$ cat config.mk
export PLATFORM = sky130hd
export DESIGN_NAME = flag_gen_reg_flat
export DESIGN_NICKNAME = d
export VERILOG_FILES = /design/src/rtl/flag_gen_reg_if.sv /design/src/rtl/flag_gen_reg.sv /design/src/flat_wrapper.sv
export SDC_FILE = /design/constraint.sdc
export NUM_CORES = 1
export LEC_CHECK = 0
export CAP_MARGIN = 30
export CORE_UTILIZATION = 45
export DETAILED_ROUTE_END_ITERATION = 8
export GPL_TIMING_DRIVEN = 0
export PLACE_DENSITY = 0.87
export SYNTH_ARGS = -nofsm -noshare
export SYNTH_HDL_FRONTEND = slang
export SYNTH_SLANG_ARGS = --single-unit
$ cat constraint.sdc
create_clock -name LOGISIM_CLOCK_TREE_0 -period 3 [get_ports LOGISIM_CLOCK_TREE_0]
set_clock_uncertainty 0.05 [all_clocks]
set_input_delay 0.45 -clock LOGISIM_CLOCK_TREE_0 [delete_from_list [all_inputs] [get_ports LOGISIM_CLOCK_TREE_0]]
set_output_delay 0.45 -clock LOGISIM_CLOCK_TREE_0 [all_outputs]
set_load 0.02 [all_outputs]
$ cat src/rtl/flag_gen_reg_if.sv
// flag_gen_reg_if
// Purpose: bundles the ALU-result, flag-control and stack-status signals of the
//          condition-flag register into one interface.
// Members:
//   ALU_VALID, ALU_OP_CLASS[1:0], ALU_RESULT[WIDTH-1:0], ALU_A_MSB, ALU_B_MSB,
//   ALU_CARRY_OUT      - current ALU outputs used to derive N/Z/C/V
//   FLAG_WE[3:0]       - per-flag write mask {N,Z,C,V}
//   FLAG_LOAD, FLAG_DATA[3:0] - direct flag load
//   SAVE_REQ, RESTORE_REQ     - push / pop the flag stack
//   ERR_CLR            - clears the sticky stack error
//   FLAG_OUT[3:0]      - registered flags {N,Z,C,V}
//   STACK_EMPTY, STACK_FULL, STACK_ERR - stack status
// Modports: master drives requests and observes status; slave is the flag block.
interface flag_gen_reg_if #(
    parameter int WIDTH = 8
);
    logic             ALU_VALID;
    logic [1:0]       ALU_OP_CLASS;
    logic [WIDTH-1:0] ALU_RESULT;
    logic             ALU_A_MSB;
    logic             ALU_B_MSB;
    logic             ALU_CARRY_OUT;
    logic [3:0]       FLAG_WE;
    logic             FLAG_LOAD;
    logic [3:0]       FLAG_DATA;
    logic             SAVE_REQ;
    logic             RESTORE_REQ;
    logic             ERR_CLR;
    logic [3:0]       FLAG_OUT;
    logic             STACK_EMPTY;
    logic             STACK_FULL;
    logic             STACK_ERR;

    modport master (
        output ALU_VALID, ALU_OP_CLASS, ALU_RESULT, ALU_A_MSB, ALU_B_MSB,
               ALU_CARRY_OUT, FLAG_WE, FLAG_LOAD, FLAG_DATA, SAVE_REQ,
               RESTORE_REQ, ERR_CLR,
        input  FLAG_OUT, STACK_EMPTY, STACK_FULL, STACK_ERR
    );

    modport slave (
        input  ALU_VALID, ALU_OP_CLASS, ALU_RESULT, ALU_A_MSB, ALU_B_MSB,
               ALU_CARRY_OUT, FLAG_WE, FLAG_LOAD, FLAG_DATA, SAVE_REQ,
               RESTORE_REQ, ERR_CLR,
        output FLAG_OUT, STACK_EMPTY, STACK_FULL, STACK_ERR
    );
endinterface

$ cat src/rtl/flag_gen_reg.sv
// flag_gen_reg
// Purpose: derives N/Z/C/V from each ALU result, applies them under a per-flag
//          write mask, holds them for the branch condition checker, and keeps a
//          small LIFO of saved flag values for interrupt entry/return.
// Ports:
//   LOGISIM_CLOCK_TREE_0[4:0] - bit 4 is the clock (rising edge); bits 3:0 unused
//   RESET                     - synchronous, active-high
//   bus (flag_gen_reg_if.slave) - ALU inputs, flag controls, flags and status
// Priority on each edge: RESET > RESTORE > LOAD > ALU update.
module flag_gen_reg #(
    parameter int WIDTH = 8,
    parameter int DEPTH = 4
) (
    input  logic [4:0]           LOGISIM_CLOCK_TREE_0,
    input  logic                 RESET,
    flag_gen_reg_if.slave        bus
);
    localparam int PW = $clog2(DEPTH);
    localparam int CW = PW + 1;

    localparam logic [1:0] OP_ADD   = 2'b00;
    localparam logic [1:0] OP_SUB   = 2'b01;
    localparam logic [1:0] OP_LOGIC = 2'b10;

    logic       clk;
    logic [3:0] unused_clk_bits;
    assign clk             = LOGISIM_CLOCK_TREE_0[4];
    assign unused_clk_bits = LOGISIM_CLOCK_TREE_0[3:0];

    logic [3:0]    flags_q, flags_d;
    logic [CW-1:0] count_q, count_d;
    logic          err_q, err_d;
    logic [3:0]    stack_mem_q [DEPTH];

    logic          empty, full;
    logic          save_ok, restore_ok, err_event;
    logic [PW-1:0] wr_idx, top_idx;
    logic [3:0]    derived, we_eff, alu_flags;
    logic          n_bit;

    assign empty = (count_q == '0);
    assign full  = (count_q == CW'(DEPTH));

    // A simultaneous SAVE and RESTORE cancels both stack operations.
    assign save_ok    = bus.SAVE_REQ & ~bus.RESTORE_REQ & ~full;
    assign restore_ok = bus.RESTORE_REQ & ~bus.SAVE_REQ & ~empty;
    assign err_event  = (bus.SAVE_REQ & bus.RESTORE_REQ)
                      | (bus.SAVE_REQ & full)
                      | (bus.RESTORE_REQ & empty);

    assign wr_idx  = count_q[PW-1:0];
    assign top_idx = count_q[PW-1:0] - PW'(1);

    // Flag derivation, bit order {N,Z,C,V}.
    assign n_bit      = bus.ALU_RESULT[WIDTH-1];
    assign derived[3] = n_bit;
    assign derived[2] = (bus.ALU_RESULT == '0);
    assign derived[1] = bus.ALU_CARRY_OUT;
    assign derived[0] = (bus.ALU_OP_CLASS == OP_SUB)
                      ? ((bus.ALU_A_MSB != bus.ALU_B_MSB) && (n_bit != bus.ALU_A_MSB))
                      : ((bus.ALU_A_MSB == bus.ALU_B_MSB) && (n_bit != bus.ALU_A_MSB));

    // C is held for logic ops; V is held for logic and shift ops.
    assign we_eff = bus.FLAG_WE & {1'b1, 1'b1,
                                   (bus.ALU_OP_CLASS != OP_LOGIC),
                                   (bus.ALU_OP_CLASS == OP_ADD) || (bus.ALU_OP_CLASS == OP_SUB)};

    generate
        for (genvar gi = 0; gi < 4; gi++) begin : g_flag_mux
            assign alu_flags[gi] = we_eff[gi] ? derived[gi] : flags_q[gi];
        end
    endgenerate

    always_comb begin
        flags_d = flags_q;
        count_d = count_q;
        if (restore_ok) begin
            flags_d = stack_mem_q[top_idx];
        end else if (bus.FLAG_LOAD) begin
            flags_d = bus.FLAG_DATA;
        end else if (bus.ALU_VALID) begin
            flags_d = alu_flags;
        end
        if (save_ok) begin
            count_d = count_q + CW'(1);
        end else if (restore_ok) begin
            count_d = count_q - CW'(1);
        end
        // A new error wins over a clear in the same cycle.
        err_d = err_event | (err_q & ~bus.ERR_CLR);
    end

    always_ff @(posedge clk) begin
        if (RESET) begin
            flags_q <= 4'b0000;
            count_q <= '0;
            err_q   <= 1'b0;
        end else begin
            flags_q <= flags_d;
            count_q <= count_d;
            err_q   <= err_d;
        end
    end

    // Stack storage needs no reset: the count alone defines valid entries.
    // The pushed value is the pre-edge FLAG_OUT.
    always_ff @(posedge clk) begin
        if (save_ok && !RESET) begin
            stack_mem_q[wr_idx] <= flags_q;
        end
    end

    assign bus.FLAG_OUT    = flags_q;
    assign bus.STACK_EMPTY = empty;
    assign bus.STACK_FULL  = full;
    assign bus.STACK_ERR   = err_q;
endmodule
$ cat src/flat_wrapper.sv
// flat-port wrapper written by rule: the top's interface ports become plain ports
module flag_gen_reg_flat 
#(
    parameter int WIDTH = 8,
    parameter int DEPTH = 4
)
  (LOGISIM_CLOCK_TREE_0, RESET, bus_ALU_VALID, bus_ALU_OP_CLASS, bus_ALU_RESULT, bus_ALU_A_MSB, bus_ALU_B_MSB, bus_ALU_CARRY_OUT, bus_FLAG_WE, bus_FLAG_LOAD, bus_FLAG_DATA, bus_SAVE_REQ, bus_RESTORE_REQ, bus_ERR_CLR, bus_FLAG_OUT, bus_STACK_EMPTY, bus_STACK_FULL, bus_STACK_ERR);
  flag_gen_reg_if #(.WIDTH(WIDTH)) bus_i ();
  input  logic [4:0] LOGISIM_CLOCK_TREE_0;
  input  logic RESET;
  input wire logic [$bits(bus_i.ALU_VALID)-1:0] bus_ALU_VALID;
  input wire logic [$bits(bus_i.ALU_OP_CLASS)-1:0] bus_ALU_OP_CLASS;
  input wire logic [$bits(bus_i.ALU_RESULT)-1:0] bus_ALU_RESULT;
  input wire logic [$bits(bus_i.ALU_A_MSB)-1:0] bus_ALU_A_MSB;
  input wire logic [$bits(bus_i.ALU_B_MSB)-1:0] bus_ALU_B_MSB;
  input wire logic [$bits(bus_i.ALU_CARRY_OUT)-1:0] bus_ALU_CARRY_OUT;
  input wire logic [$bits(bus_i.FLAG_WE)-1:0] bus_FLAG_WE;
  input wire logic [$bits(bus_i.FLAG_LOAD)-1:0] bus_FLAG_LOAD;
  input wire logic [$bits(bus_i.FLAG_DATA)-1:0] bus_FLAG_DATA;
  input wire logic [$bits(bus_i.SAVE_REQ)-1:0] bus_SAVE_REQ;
  input wire logic [$bits(bus_i.RESTORE_REQ)-1:0] bus_RESTORE_REQ;
  input wire logic [$bits(bus_i.ERR_CLR)-1:0] bus_ERR_CLR;
  output wire logic [$bits(bus_i.FLAG_OUT)-1:0] bus_FLAG_OUT;
  output wire logic [$bits(bus_i.STACK_EMPTY)-1:0] bus_STACK_EMPTY;
  output wire logic [$bits(bus_i.STACK_FULL)-1:0] bus_STACK_FULL;
  output wire logic [$bits(bus_i.STACK_ERR)-1:0] bus_STACK_ERR;
  assign bus_i.ALU_VALID = bus_ALU_VALID;
  assign bus_i.ALU_OP_CLASS = bus_ALU_OP_CLASS;
  assign bus_i.ALU_RESULT = bus_ALU_RESULT;
  assign bus_i.ALU_A_MSB = bus_ALU_A_MSB;
  assign bus_i.ALU_B_MSB = bus_ALU_B_MSB;
  assign bus_i.ALU_CARRY_OUT = bus_ALU_CARRY_OUT;
  assign bus_i.FLAG_WE = bus_FLAG_WE;
  assign bus_i.FLAG_LOAD = bus_FLAG_LOAD;
  assign bus_i.FLAG_DATA = bus_FLAG_DATA;
  assign bus_i.SAVE_REQ = bus_SAVE_REQ;
  assign bus_i.RESTORE_REQ = bus_RESTORE_REQ;
  assign bus_i.ERR_CLR = bus_ERR_CLR;
  assign bus_FLAG_OUT = bus_i.FLAG_OUT;
  assign bus_STACK_EMPTY = bus_i.STACK_EMPTY;
  assign bus_STACK_FULL = bus_i.STACK_FULL;
  assign bus_STACK_ERR = bus_i.STACK_ERR;
  flag_gen_reg #(.WIDTH(WIDTH), .DEPTH(DEPTH)) u_core (.LOGISIM_CLOCK_TREE_0(LOGISIM_CLOCK_TREE_0), .RESET(RESET), .bus(bus_i));
endmodule
Word level (Yosys, flattened, before mapping)

Memory sizes are Yosys's and may differ from the RTL's.
Index checks and enable logic that the tools add are counted.

Word-level logic and storage cells: 63
Output and inout port bits: 7
Bits in writable memories: 16
Input port bits: 32
Bits in registers: 8
Memories: 1

Bitwise logic cells: 17
Add/subtract/negate cells: 3
Reductions and logical operators: 18
Muxes and demuxes: 12
Equality and inequality tests: 6

Memory list:

| memory             | words | bits a word | read ports | clocked after memory_dff | write ports | line               | text |
|---|---|---|---|---|---|---|---|
| u_core.stack_mem_q | 4     | 4           | 1          | 0                        | 1           | flag_gen_reg.sv:33 | `logic [3:0] stack_mem_q [DEPTH];` |

Operators with widths:

| operator            | count |
|---|---|
| $reduce_bool 3->1   | 5 |
| $mux 4              | 3 |
| $and 1x1->1         | 8 |
| $logic_not 8->1     | 1 |
| $reduce_and 2->1    | 4 |
| $mux 1              | 7 |
| $mux 3              | 2 |
| $not 1->1           | 5 |
| $and 4x4->4         | 1 |
| $add 3x1->3 const B | 1 |
| $eq 3x3->1 const B  | 1 |
| $logic_and 1x1->1   | 3 |
| $logic_not 3->1     | 1 |
| $or 1x1->1          | 3 |
| $sub 3x1->3 const B | 1 |
| $eq 2x1->1 const B  | 1 |
| $logic_not 2->1     | 1 |
| $ne 1x1->1          | 2 |
| $ne 2x2->1 const B  | 1 |
| $reduce_bool 2->1   | 1 |
| $sub 2x1->2 const B | 1 |
| $eq 1x1->1          | 1 |
| $logic_not 1->1     | 1 |
| $logic_or 1x1->1    | 1 |

Logic depth before layout (Yosys ltp)

Depth in word-level cells: 7
Mapped depth: 10
Depth with buffers taken out: 9

Worst setup path after synthesis

No wires, ideal clock.

Path kind: flip-flop to flip-flop
Start: reg u_core.count_q[0]
End: reg u_core.count_q[2]
Arrival: 2.266 ns
Path buffers: 1
Data required time: 2.829 ns
Cell stages (with the launch flop): 11
Setup time: 0.121 ns
Clock period less this slack: 2.437 ns
Setup slack: 0.563 ns
Cells stage by stage: dfxtp_1 clkbuf_1 inv_1 ha_1 nand2_1 nor3b_1 xnor2_1 ha_1 nor2_1 a22oi_1 mux2_2

Longest elaborated chain between the ends: 4
Elaborated cells between the ends (all ways): 11
Those cells by class: 2 x add/sub; 1 x eq/ne; 2 x mux; 4 x bitwise; 2 x reduce/logical

RTL lines:

| what                                                                | line                | text |
|---|---|---|
| from (decl)                                                         | flag_gen_reg.sv:31  | `logic [CW-1:0] count_q, count_d;` |
| from (signal assigned)                                              | flag_gen_reg.sv:100 | `count_q <= count_d;` |
| parallel branches: the longest is 4 deep, another holds $sub 3x1->3 | -                   |  |

Parallel ways; which one is timed is not known. The select of a mux whose other input is x is not followed.
A chain may end at the register's enable or synchronous reset.

Worst setup path after layout

Same ends and word-level chain as after synthesis.

==> results.py <==
metrics = {
    "outcome": {
        "outcome": "completed",
    },
    "final_layout": {
        "final_layout_size_suffix_gt1_frac": 0.0797,
        "finalNetCount": 176,
        "instances_no_fill": 168,
        "n_antenna_cell": 0,
        "area_growth_pct": 35.3,
    },
    "sta": {
        "finalHoldViolations": 0,
        "drv_slew": 0,
        "worstMarginPinSlew_ps": 431,
        "rsz0062_at_grt": "false",
        "timing.hold.ws_ps": 444,
        "setup_viol": 0,
        "fin_crit_ps": 2590,
        "clock.fmax_mhz": 386,
        "relSlewSlack": 0.709,
        "period_share": 0.865,
        "tns_ps": 0,
    },
    "detailed_routing": {
        "drt_pre_antenna_iters": 4,
        "first_iter_violations": 20,
        "post_drt_wl_per_cell_um": 15.3,
        "finalWirelength_um": 2580,
        "postRouteAntennaNets": 0,
        "drc": 0,
        "vias": 909,
        "post_drt_via_cell_ratio": 5.41,
    },
    "global_route": {
        "grt_usage": 0.219,
        "grt_antenna_before_repair": 0,
        "grt-ovfl-total": 0,
        "grt_pass1_vias": 952,
        "grt_pass1_wl_um": 4330,
        "grt_start_max_net_pins": 15,
    },
    "clock_network": {
        "cts_sinks": 24,
        "clk_latency_ps": 320,
        "root_buffer": "clkbuf_4",
        "clock_path_buffers": 2,
        "cts_setup_buffers": 0,
        "clk_pin_slew_worst_paths_ps": 120,
        "htree_levels": 1,
        "cts-buffers-inserted": 3,
        "cts_tree": "built",
        "hold_buffers": 0,
    },
    "job": {
        "cap_violations": 0,
    },
    "critical_path": {
        "critPathArrivalTime_ps": 2760,
        "path_class": "register to register",
        "cp-end-kind": "register",
        "cp_max_fo": 6,
        "startpoint_type": "register",
        "crit_required_ps": 3170,
    },
    "die": {
        "die_w_um": 53.5,
        "die_area_mm2": 0.00286,
        "fp.dieH_um": 53.5,
        "core_area_mm2": 0.00250,
        "ios": 39,
        "initial_utilization": 0.477,
        "num_rows": 18,
    },
    "synth": {
        "seq_area_frac_synth": 0.537,
        "yosysTopAreaCell": "edfxtp_1",
        "synth.avg_cell_area_um2": 11.8,
        "synth_top_area_share": 0.403,
        "ys_warn_count": 0,
        "synthCells": 101,
        "yosys-top-cells-area": "edfxtp_1, dfxtp_1, mux4_2, ha_1, a21oi_1",
        "synth-seq-cells": 24,
        "synth_nets": 138,
        "syn_area_mm2": 0.00119,
        "synth_cell_types": 32,
    },
    "placed_design": {
        "port_buffers": 33,
        "dp.cells": 164,
        "dp.final_hpwl_um": 2150,
        "gp_congestion": 0.787,
    },
    "hold_path": {
        "hold_path_class": "input pin to register",
    },
    "pwr": {
        "peakVddDrop_mv": 0.373,
        "p_leak_uw": 0.000602,
        "pwr_density_cell_mw_per_mm2": 516,
        "finalPower_uw": 834,
    },
}
-- per-layer routing --
layer / vias up / wire length [µm] / GRT usage
li1: 450 / - / -
met1: 435 / 1060 / 0.237
met2: 22 / 1430 / 0.415
met3: 2 / 77 / 0.0575
met4: 0 / 10 / 0.0570
met5: - / 0 / 0
-- final timing paths --
check | startpoint | cells past startpoint | to | slack (ps)
setup / recovery | u_core.count_q[0]$_SDFFE_PP0P_ | 10 | u_core.count_q[2]$_SDFFE_PP0P_ | 410
hold / removal | RESET | 2 | u_core.count_q[1]$_SDFFE_PP0P_ | 440
setup reg to reg | u_core.count_q[0]$_SDFFE_PP0P_ | 10 | u_core.count_q[2]$_SDFFE_PP0P_ | 410
hold reg to reg | u_core.bus.FLAG_OUT[0]$_SDFFE_PP0P_ | 0 | u_core.stack_mem_q[1][0]$_DFFE_PP_ | 500
-- flip-flops by register name, indices dropped and copies added (netlist names) --
signal / count
u_core.stack_mem_q: 16
u_core.bus.STACK_ERR: 1
u_core.count_q: 3
u_core.bus.FLAG_OUT: 4
-- logic make-up (layout without fill, tap and decap cells) --
group           count (synthesis)  count (layout)  synth area share
mux                             6               6            0.0933
simple gates                   32              32             0.151
compound gates                 22              22             0.121
buf+inv                        10              47            0.0314
flops                          24              24             0.537
xor+xnor                        2               2            0.0147
fa+ha+maj                       5               5            0.0524
-- through the flow --
step / setup WS (ps) / util / instance area, µm²
floorplan: 563 / - / 1190
global placement: 253 / 0.625 / 1560
detailed placement: 213 / 0.625 / 1560
CTS: 182 / 0.646 / 1610
global route: 209 / 0.646 / 1620
finish: 406 / 0.646 / 1620
-- where the power goes --
group	switching [µW]	leakage, µW	internal, µW
Combinational	95.5	0.000361	111
Clock	96.2	0.0000279	135
Sequential	19.1	0.000213	377
-- layout by cell type (no fill, tap or decap) --
master / netlist / final
a32o_1: 3 / 3
a22o_1: 1 / 1
o311ai_0: 1 / 1
nand2_1: 6 / 6
a2bb2oi_1: 1 / 1
a21o_1: 1 / 1
nor2b_1: 3 / 3
nand3b_1: 2 / 2
bufinv_16: 0 / 1
nor4_1: 2 / 2
nor3b_1: 2 / 2
xnor2_1: 1 / 1
and2b_2: 1 / 1
clkdlybuf4s50_1: 0 / 33
nand2b_1: 2 / 2
edfxtp_1: 16 / 16
inv_1: 8 / 8
mux2i_1: 1 / 1
dfxtp_1: 8 / 8
buf_1: 1 / 1
a21oi_1: 7 / 7
a22oi_1: 1 / 1
or4b_1: 1 / 1
nor2_1: 5 / 5
mux2_2: 1 / 1
nand3_1: 3 / 3
and3_1: 1 / 1
and2_1: 4 / 4
clkbuf_4: 0 / 3
clkbuf_2: 0 / 1
ha_1: 5 / 5
a21boi_0: 1 / 1
mux4_2: 4 / 4
o21ai_0: 6 / 6
xor2_1: 1 / 1
-- layout make-up --
cell class	count	area, µm²
Fill cell	198	885
Sequential cell	24	641
Multi-Input combinational cell	67	515
Timing Repair Buffer	33	330
Tap cell	30	37.5
Clock inverter	1	30.0
Inverter	8	30.0
Clock buffer	3	22.5
Buffer	2	8.76
-- cell usage after synthesis (all sizes together) --
master	instances
edfxtp	16
dfxtp	8
inv	8
a21oi	7
nand2	6
o21ai	6
ha	5
nor2	5
and2	4
mux4	4
a32o	3
nand3	3
nor2b	3
nand2b	2
nand3b	2
nor3b	2
nor4	2
a21boi	1
a21o	1
a22o	1
a22oi	1
a2bb2oi	1
and2b	1
and3	1
buf	1
clkbuf	1
mux2	1
mux2i	1
o311ai	1
or4b	1
xnor2	1
xor2	1
-- critical path, cell delays in order (launching register included) --
cell      delay, ps
dfxtp_1         410
clkbuf_2        250
inv_1           110
ha_1            240
nand2_1         130
nor3b_1         390
xnor2_1         170
ha_1            180
nor2_1           50
a22oi_1         180
mux2_2          350
-- timing repair --
item / 4_1_cts / 5_1_grt
endpoints found under the hold margin: 0 / 0
endpoints found under the setup margin: 0 / 1
gates resized for setup: 0 / 2
(Power assumes the default switching activity.)
